==> config.mk <==
export PLATFORM = sky130hd
export DESIGN_NAME = reg_cmd_ctrl_flat
export DESIGN_NICKNAME = d
export VERILOG_FILES = /design/src/rtl/reg_cmd_ctrl_if.sv /design/src/rtl/reg_cmd_ctrl.sv /design/src/flat_wrapper.sv
export SDC_FILE = /design/constraint.sdc
export NUM_CORES = 1
export LEC_CHECK = 0
export ABC_AREA = 1
export ABC_CLOCK_PERIOD_IN_PS = 2600
export BUFFER_PORTS_ARGS = -buffer_cell sky130_fd_sc_hd__buf_2
export CAP_MARGIN = 15
export CORE_ASPECT_RATIO = 0.7
export CORE_MARGIN = 4
export CORE_UTILIZATION = 35
export DETAILED_ROUTE_END_ITERATION = 10
export GPL_ROUTABILITY_DRIVEN = 0
export HOLD_SLACK_MARGIN = 0.02
export PLACE_DENSITY = 0.69
export SLEW_MARGIN = 25
export SYNTH_ARGS = -nofsm -noshare
export SYNTH_HDL_FRONTEND = slang
export SYNTH_SLANG_ARGS = --single-unit
==> constraint.sdc <==
create_clock -name CLK -period 2.6 [get_ports CLK]
set_clock_uncertainty 0.05 [all_clocks]
set_input_delay 0.13 -clock CLK [delete_from_list [all_inputs] [get_ports CLK]]
set_output_delay 0.13 -clock CLK [all_outputs]
set_load 0.02 [all_outputs]
==> src/rtl/reg_cmd_ctrl_if.sv <==
`default_nettype none
// ============================================================================
//  Module   : reg_cmd_ctrl_if
//  Purpose  : Bundle of the byte-stream, register-file and transmitter
//             signals around reg_cmd_ctrl.
//  Modports : slave  - seen by reg_cmd_ctrl (RX/RdData/TX_BUSY in,
//                      strobes, address, data and error out)
//             master - seen by the surrounding logic (mirror image)
//  Revision : 1.0 - initial release
// ============================================================================
interface reg_cmd_ctrl_if #(
   parameter int DATA_WIDTH = 8,
   parameter int ADDR       = 4
);
   logic [DATA_WIDTH-1:0] RX_P_DATA;
   logic                  RX_D_VLD;
   logic [DATA_WIDTH-1:0] RdData;
   logic                  RdData_valid;
   logic                  TX_BUSY;
   logic                  WrEn;
   logic                  RdEn;
   logic [ADDR-1:0]       Address;
   logic [DATA_WIDTH-1:0] WrData;
   logic [DATA_WIDTH-1:0] TX_P_DATA;
   logic                  TX_D_VLD;
   logic                  CMD_ERR;

   modport slave (
      input  RX_P_DATA, RX_D_VLD, RdData, RdData_valid, TX_BUSY,
      output WrEn, RdEn, Address, WrData, TX_P_DATA, TX_D_VLD, CMD_ERR
   );

   modport master (
      output RX_P_DATA, RX_D_VLD, RdData, RdData_valid, TX_BUSY,
      input  WrEn, RdEn, Address, WrData, TX_P_DATA, TX_D_VLD, CMD_ERR
   );
endinterface
`default_nettype wire

==> src/rtl/reg_cmd_ctrl.sv <==
`default_nettype none
// ============================================================================
//  Module   : reg_cmd_ctrl
//  Purpose  : Decodes a received byte stream into register-file writes
//             (0xAA, addr, data) and reads (0xBB, addr); read data is
//             forwarded to the transmitter. Malformed or unexpected bytes
//             and read timeouts raise a one-cycle CMD_ERR pulse.
//  Ports    : CLK  - system clock
//             RST  - synchronous active-high reset
//             bus  - reg_cmd_ctrl_if.slave (RX byte in, register file
//                    strobes/address/data out, read data in, TX byte out)
//  Revision : 1.0 - initial release
// ============================================================================
module reg_cmd_ctrl #(
   parameter int DATA_WIDTH = 8,
   parameter int ADDR       = 4,
   parameter int RD_TIMEOUT = 4
) (
   input  wire             CLK,
   input  wire             RST,
   reg_cmd_ctrl_if.slave   bus
);

   localparam logic [DATA_WIDTH-1:0] c_cmd_wr = DATA_WIDTH'('hAA);
   localparam logic [DATA_WIDTH-1:0] c_cmd_rd = DATA_WIDTH'('hBB);
   localparam int                    c_to_w   = (RD_TIMEOUT > 1) ? $clog2(RD_TIMEOUT) : 1;
   localparam logic [c_to_w-1:0]     c_to_last = c_to_w'(RD_TIMEOUT - 1);

   typedef enum logic [2:0] {
      IDLE    = 3'd0,
      WR_ADDR = 3'd1,
      WR_DATA = 3'd2,
      RD_ADDR = 3'd3,
      RD_WAIT = 3'd4,
      TX_SEND = 3'd5
   } state_t;

   state_t                r_state, w_next_state;
   logic                  r_wr_en, w_wr_en;
   logic                  r_rd_en, w_rd_en;
   logic                  r_cmd_err, w_cmd_err;
   logic [ADDR-1:0]       r_address, w_address;
   logic [DATA_WIDTH-1:0] r_wr_data, w_wr_data;
   logic [DATA_WIDTH-1:0] r_tx_data, w_tx_data;
   logic [c_to_w-1:0]     r_to_cnt, w_to_cnt;
   logic                  w_addr_ok;

   // An address byte is legal only if every bit above the register-file
   // address range is clear.
   assign w_addr_ok = ((bus.RX_P_DATA >> ADDR) == '0);

   always_ff @(posedge CLK) begin
      if (RST) begin
         r_state   <= IDLE;
         r_wr_en   <= 1'b0;
         r_rd_en   <= 1'b0;
         r_cmd_err <= 1'b0;
         r_address <= '0;
         r_wr_data <= '0;
         r_tx_data <= '0;
         r_to_cnt  <= '0;
      end else begin
         r_state   <= w_next_state;
         r_wr_en   <= w_wr_en;
         r_rd_en   <= w_rd_en;
         r_cmd_err <= w_cmd_err;
         r_address <= w_address;
         r_wr_data <= w_wr_data;
         r_tx_data <= w_tx_data;
         r_to_cnt  <= w_to_cnt;
      end
   end

   always_comb begin
      w_next_state = r_state;
      w_wr_en      = 1'b0;
      w_rd_en      = 1'b0;
      w_cmd_err    = 1'b0;
      w_address    = r_address;
      w_wr_data    = r_wr_data;
      w_tx_data    = r_tx_data;
      w_to_cnt     = r_to_cnt;

      case (r_state)
         IDLE: begin
            if (bus.RX_D_VLD) begin
               if (bus.RX_P_DATA == c_cmd_wr)      w_next_state = WR_ADDR;
               else if (bus.RX_P_DATA == c_cmd_rd) w_next_state = RD_ADDR;
               else                                w_cmd_err    = 1'b1;
            end
         end
         WR_ADDR: begin
            if (bus.RX_D_VLD) begin
               if (w_addr_ok) begin
                  w_address    = bus.RX_P_DATA[ADDR-1:0];
                  w_next_state = WR_DATA;
               end else begin
                  w_cmd_err    = 1'b1;
                  w_next_state = IDLE;
               end
            end
         end
         WR_DATA: begin
            if (bus.RX_D_VLD) begin
               w_wr_data    = bus.RX_P_DATA;
               w_wr_en      = 1'b1;
               w_next_state = IDLE;
            end
         end
         RD_ADDR: begin
            if (bus.RX_D_VLD) begin
               if (w_addr_ok) begin
                  w_address    = bus.RX_P_DATA[ADDR-1:0];
                  w_rd_en      = 1'b1;
                  w_to_cnt     = '0;
                  w_next_state = RD_WAIT;
               end else begin
                  w_cmd_err    = 1'b1;
                  w_next_state = IDLE;
               end
            end
         end
         RD_WAIT: begin
            // A stray byte is dropped and flagged, but the wait carries on.
            if (bus.RX_D_VLD) w_cmd_err = 1'b1;
            if (bus.RdData_valid) begin
               w_tx_data    = bus.RdData;
               w_next_state = TX_SEND;
            end else if (r_to_cnt == c_to_last) begin
               w_cmd_err    = 1'b1;
               w_next_state = IDLE;
            end else begin
               w_to_cnt     = r_to_cnt + 1'b1;
            end
         end
         TX_SEND: begin
            if (bus.RX_D_VLD) w_cmd_err = 1'b1;
            if (!bus.TX_BUSY) w_next_state = IDLE;
         end
         default: w_next_state = IDLE;
      endcase
   end

   assign bus.WrEn      = r_wr_en;
   assign bus.RdEn      = r_rd_en;
   assign bus.Address   = r_address;
   assign bus.WrData    = r_wr_data;
   assign bus.CMD_ERR   = r_cmd_err;
   assign bus.TX_P_DATA = r_tx_data;
   // Hand-off happens in the first TX_SEND cycle the transmitter is free.
   assign bus.TX_D_VLD  = (r_state == TX_SEND) && !bus.TX_BUSY;

endmodule
`default_nettype wire

==> src/flat_wrapper.sv <==
// flat-port wrapper written by rule: the top's interface ports become plain ports
module reg_cmd_ctrl_flat 
#(
   parameter int DATA_WIDTH = 8,
   parameter int ADDR       = 4,
   parameter int RD_TIMEOUT = 4
)
  (CLK, RST, bus_RX_P_DATA, bus_RX_D_VLD, bus_RdData, bus_RdData_valid, bus_TX_BUSY, bus_WrEn, bus_RdEn, bus_Address, bus_WrData, bus_TX_P_DATA, bus_TX_D_VLD, bus_CMD_ERR);
  reg_cmd_ctrl_if #(.DATA_WIDTH(DATA_WIDTH), .ADDR(ADDR)) bus_i ();
  input  wire CLK;
  input  wire RST;
  input wire logic [$bits(bus_i.RX_P_DATA)-1:0] bus_RX_P_DATA;
  input wire logic [$bits(bus_i.RX_D_VLD)-1:0] bus_RX_D_VLD;
  input wire logic [$bits(bus_i.RdData)-1:0] bus_RdData;
  input wire logic [$bits(bus_i.RdData_valid)-1:0] bus_RdData_valid;
  input wire logic [$bits(bus_i.TX_BUSY)-1:0] bus_TX_BUSY;
  output wire logic [$bits(bus_i.WrEn)-1:0] bus_WrEn;
  output wire logic [$bits(bus_i.RdEn)-1:0] bus_RdEn;
  output wire logic [$bits(bus_i.Address)-1:0] bus_Address;
  output wire logic [$bits(bus_i.WrData)-1:0] bus_WrData;
  output wire logic [$bits(bus_i.TX_P_DATA)-1:0] bus_TX_P_DATA;
  output wire logic [$bits(bus_i.TX_D_VLD)-1:0] bus_TX_D_VLD;
  output wire logic [$bits(bus_i.CMD_ERR)-1:0] bus_CMD_ERR;
  assign bus_i.RX_P_DATA = bus_RX_P_DATA;
  assign bus_i.RX_D_VLD = bus_RX_D_VLD;
  assign bus_i.RdData = bus_RdData;
  assign bus_i.RdData_valid = bus_RdData_valid;
  assign bus_i.TX_BUSY = bus_TX_BUSY;
  assign bus_WrEn = bus_i.WrEn;
  assign bus_RdEn = bus_i.RdEn;
  assign bus_Address = bus_i.Address;
  assign bus_WrData = bus_i.WrData;
  assign bus_TX_P_DATA = bus_i.TX_P_DATA;
  assign bus_TX_D_VLD = bus_i.TX_D_VLD;
  assign bus_CMD_ERR = bus_i.CMD_ERR;
  reg_cmd_ctrl #(.DATA_WIDTH(DATA_WIDTH), .ADDR(ADDR), .RD_TIMEOUT(RD_TIMEOUT)) u_core (.CLK(CLK), .RST(RST), .bus(bus_i));
endmodule
# After elaboration in Yosys (flattened, before gate mapping)
# Cells that the tools add are included.
[word_totals]
regBits = 28
latch_bits = 0
mem_bits_rw = 0
mem_bits_ro = 0
inputBits = 21
out_inout_bits = 24
elab_cells = 70
memories = 0
[op_classes]
n_addsub = 1
mul = 0
div_mod_pow = 0
n_lt_le_gt_ge = 0
eq_ne = 18
shift = 0
mux = 27
bitwise_logic = 3
reduce_logical = 13
[op_table]
columns = ["operator", "count"]
rows = [
  ["2-to-1 mux 3 bit", 10],
  ["one-hot mux 3 bit (6 select lines)", 1],
  ["equality test 8 bit, second input constant", 2],
  ["inequality test 2 bit, second input constant", 7],
  ["2-to-1 mux 2 bit", 5],
  ["2-to-1 mux 1 bit", 9],
  ["logical NOT 8 bit", 1],
  ["AND reduction 7 bit", 1],
  ["equality test 3 x 2 -> 1 bit, second input constant", 2],
  ["equality test 3 bit, second input constant", 2],
  ["AND reduction 5 bit", 1],
  ["one-hot mux 1 bit (4 select lines)", 1],
  ["one-hot mux 2 bit (2 select lines)", 1],
  ["AND reduction 2 bit", 2],
  ["OR reduction 2 bit", 2],
  ["equality test 3 x 1 -> 1 bit, second input constant", 1],
  ["logical NOT 3 bit", 1],
  ["inequality test 3 x 1 -> 1 bit, second input constant", 1],
  ["inequality test 3 x 2 -> 1 bit, second input constant", 1],
  ["inverter 1 bit", 3],
  ["AND reduction 3 bit", 1],
  ["OR reduction 3 bit", 1],
  ["adder 2 x 1 -> 2 bit, second input constant", 1],
  ["equality test 2 bit, second input constant", 1],
  ["other kinds (4)", 4],
]

# Depth between registers and ports, before layout
[logic_depth]
depth_word = 5
depth_mapped = 10
ltp_nobuf = 9

# Least setup slack after synthesis
# OpenSTA, ideal clock, no wires.
[synth_path]
path_type = "reg2reg"
startpoint = "register u_core.r_to_cnt[0]"
endpoint = "register u_core.r_state[1]"
setup_ns = 0.113
t_arrival_ns = 1.025
required_ns = 2.437
slack_ns = 1.412
path_stages_with_launch = 10
path_buffers = 0
synth_period_minus_slack_ns = 1.188
path_cell_list = "dfxtp_1 ha_1 nor2_1 nand3_1 nand2_1 nor2_4 nand2_1 nand2_1 nand2_1 nor2_1"
[synth_via]
elab_chain_cells = 3
[synth_rtl]
columns = ["element", "line", "text"]
rows = [
  ["start: declaration", "reg_cmd_ctrl.sv:45", "logic [c_to_w-1:0] r_to_cnt, w_to_cnt;"],
  ["start signal: assignment", "reg_cmd_ctrl.sv:70", "r_to_cnt <= w_to_cnt;"],
  ["equality test 2 bit", "reg_cmd_ctrl.sv:129", "end else if (r_to_cnt == c_to_last) begin"],
  ["inequality test 3 x 2 -> 1 bit (no line)", "-", ""],
  ["AND reduction 7 bit (no line)", "-", ""],
  ["end signal: assignment", "reg_cmd_ctrl.sv:63", "r_state <= w_next_state;"],
  ["end: declaration", "reg_cmd_ctrl.sv:38", "state_t r_state, w_next_state;"],
]
# No other way between the ends.
# A chain may end at the register's enable or synchronous reset.

# Final worst setup path
[layout_path]
startpoint = "register u_core.r_state[2]"
endpoint = "output port bus_TX_D_VLD"
[layout_via]
elab_chain_cells = 2
[layout_rtl]
columns = ["element", "line", "text"]
rows = [
  ["equality test 3 bit", "reg_cmd_ctrl.sv:151", "assign bus.TX_D_VLD = (r_state == TX_SEND) && !bus.TX_BUSY;"],
  ["logical AND 1 bit", "reg_cmd_ctrl.sv:151", ""],
  ["end: declaration", "flat_wrapper.sv:22", "output wire logic [$bits(bus_i.TX_D_VLD)-1:0] bus_TX_D_VLD;"],
]
# No other way between the ends.

==> impl_metrics.csv <==
group,metric,value,unit
timing,setup_violations,0,
worst_setup_path,criticalPathCategory,"reg -> out",
worst_setup_path,cp_cell_sequence,"inv_1 -> nor2_2 -> nand2_1 -> nor2_1 -> buf_2",
worst_setup_path,critPathCapture,"bus_TX_D_VLD",
worst_setup_path,arrival,1.41,ns
synthesis,ys_seq_area_share,43.0,%
route,drc,0,
route,ant_nets,0,
grt,grt-ovfl-total,0,
timing,setup_tns,0,ns
floorplanning,core-area,3560,um2
run,maxCapViolations,0,
worst_hold_path,holdCritPathClass,"in -> reg",
pwr,p_per_area,845,nW/um2
layout,final_area,1610,um2
synthesis,syn_area,1300,um2
clock_network,ctsRootBufferMaster,"clkbuf_8",
grt,grt_pass1_wl,4690,um
layout,area_delta_synth_final,23.3,%
worst_setup_path,rr_worst_depth,5,
grt,grt_use_total,12.6,%
timing,period_share,61.0,%
timing,slew_headroom,62.5,%
floorplanning,dieArea,4780,um2
placement,hpwl,2190,um
worst_setup_path,cp-start-kind,"register",
status,status,"finished clean",
pwr,vdd_ir_drop_max,0.377,mV
floorplanning,die_h,59.1,um
route,routed_wl,2800,um
timing,min_period,1.59,ns
worst_setup_path,end_kind,"primary output",
clock_network,worst_skew_pair.late_latency,0.27,ns
synthesis,avgSynthCellArea,7.16,um2
clock_network,cts_inserted_buffers,3,
timing,fmax,630,MHz
floorplanning,start_util,36.6,%
timing,hold_violations,0,
layout,drive_gt1_share,28.3,%
clock_network,ctsLongestPathBuffers,2,
floorplanning,rows,18,
route,vias,1208,
grt,grt_max_degree,24,
worst_setup_path,critPathMaxStageDelay,0.54,ns
synthesis,netlist_instances,182,
worst_setup_path,critical-path-slowest-cell,"dfxtp_1",
worst_setup_path,crit_start,"u_core.r_state[2]",
route,routedWlPerCell,10.1,um
worst_setup_path,r2r-start,"u_core.r_state[2]",
synthesis,ys_warn_count,0,
synthesis,yosysMostFrequentCell,"nor2_1",
route,via_per_inst,4.38,
layout,n_antenna_cell,0,
synthesis,synthFlopType,"dfxtp_1",
timing,slew_violations,0,
timing,rsz0062_at_grt,"false",
grt,antenna_found_initial,0,
clock_network,cts-resized-gates,0,
clock_network,htree_levels,1,
pwr,p_leak,0.838,nW
synthesis,yosysTopAreaCellShare,43.0,%
timing,tightest_slew,0.562,ns
worst_setup_path,rrSetupSlack,1.12,ns
synthesis,synth_cell_type_count,20,
worst_setup_path,cp_max_fo,8,
synthesis,synth_nets,204,
synthesis,synth-edff-count,0,
route,drt_iter0_markers,53,
layout,layout.nets,249,
route,first_pass_iters,4,
worst_setup_path,crit_required,2.42,ns
clock_network,clkSlewWorstSetupHoldPaths,0.09,ns
clock_network,cts_tree,"built",
synthesis,ys_top_cells_by_area,"dfxtp_1 (43%), nor2_1 (12%), nand2_1 (8.3%), o21ai_0 (7.7%), inv_1 (4.9%)",
worst_setup_path,rr_endpoint,"u_core.bus.TX_P_DATA[6]",
synthesis,yosysTopAreaCell,"dfxtp_1",
floorplanning,die_w,81.0,um
synthesis,ys_ff_latch,28,
floorplanning,ioPinCount,45,
placement,placed_area,1530,um2
synthesis,async_flop_share,0,%
synthesis,yosys-top-cells-count,"nor2_1 (42), nand2_1 (29), dfxtp_1 (28)",
grt,grt_pass1_vias,1066,
clock_network,numClockSinks,28,
placement,portBuffers,44,
==> critical path, delay by kind of cell (launching register included) <==
family        cells  cell delay, ns
flops             1            0.54
simple gates      3            0.31
buf+inv           2            0.28
==> registers in the layout, indices dropped and copies added, names as in the netlist <==
name,flops
u_core.bus.TX_P_DATA,8
u_core.bus.WrData,8
u_core.bus.Address,4
u_core.r_state,3
u_core.r_to_cnt,2
u_core.bus.CMD_ERR,1
u_core.bus.RdEn,1
u_core.bus.WrEn,1
==> worst min-delay path by stage <==
stage,cells after the start,to,from,slack (ns)
finish,3,u_core.bus.TX_P_DATA[3],bus_RdData[3],0.03
global route,2,u_core.bus.WrEn,RST,0.03
CTS,3,u_core.bus.TX_P_DATA[2],bus_RdData[2],0.02
detailed placement,3,u_core.bus.TX_P_DATA[7],bus_RdData[7],0.31
global placement,3,u_core.bus.TX_P_DATA[1],bus_RdData[1],0.30
floorplan,1,u_core.bus.CMD_ERR,RST,0.15
==> routing by layer <==
layer / wire length (um) / GRT usage (%) / vias to the layer above
met4: 21 / 3.13 / 0
met1: 1460 / 17.8 / 508
li1: - / - / 659
met2: 1070 / 17.9 / 37
met5: 0 / 0 / -
met3: 247 / 5.17 / 4
==> layout make-up <==
class | instances | area (um2)
timing repair buffer | 46 | 240
multi-input combinational | 128 | 614
sequential | 28 | 561
clock buffer | 4 | 55.1
tap | 50 | 62.6
inverter | 20 | 75.1
fill | 379 | 1950
==> cells by family (layout without fill, tap and decap cells) <==
family | Yosys count | in the layout | synth area share [%]
fa+ha+maj | 1 | 1 | 0.960
simple gates | 92 | 92 | 32.7
compound gates | 35 | 35 | 13.4
flops | 28 | 28 | 43.0
buf+inv | 26 | 70 | 9.88
==> repair_timing <==
item / in CTS / in global routing
setup buffers: 0 / 0
hold buffers: 2 / 0
hold endpoints to repair: 2 / 0
==> layout by cell type (no fill, tap or decap) <==
cell / synthesis / final
inv_2: 3 / 3
nand2_1: 29 / 29
o21ai_0: 20 / 20
nor4_1: 1 / 1
nor2_2: 5 / 5
nand3_2: 1 / 1
dlygate4sd3_1: 0 / 2
a21oi_1: 12 / 12
nand2_2: 2 / 2
dfxtp_1: 28 / 28
nor2_4: 3 / 3
clkbuf_8: 0 / 4
nor3_2: 1 / 1
nand3_1: 7 / 7
o21ai_1: 3 / 3
nand4_4: 1 / 1
nor2_1: 42 / 42
ha_1: 1 / 1
inv_1: 17 / 17
buf_2: 1 / 44
==> through the flow <==
step | power [mW] | util [%] | hold slack (ns) | instances | worst slack (ns)
final | 1.36 | 45.2 | 0.0255 | 276 | 1.01
after global routing | 1.47 | 45.2 | 0.0289 | 276 | 0.909
after CTS | 1.37 | 45.2 | 0.0240 | 276 | 1.01
after detailed placement | 1.10 | 43.1 | 0.307 | 270 | 1.13
after global placement | 1.10 | 43.1 | 0.303 | 270 | 1.17
after floorplan | 1.01 | - | 0.149 | 182 | 1.41
==> where the power goes <==
group / switching, mW / leakage [nW] / internal [mW]
combinational: 0.325 / 0.582 / 0.183
clock: 0.131 / 0.0288 / 0.136
sequential: 0.0750 / 0.227 / 0.509
Power figures use the tool's default switching activity.
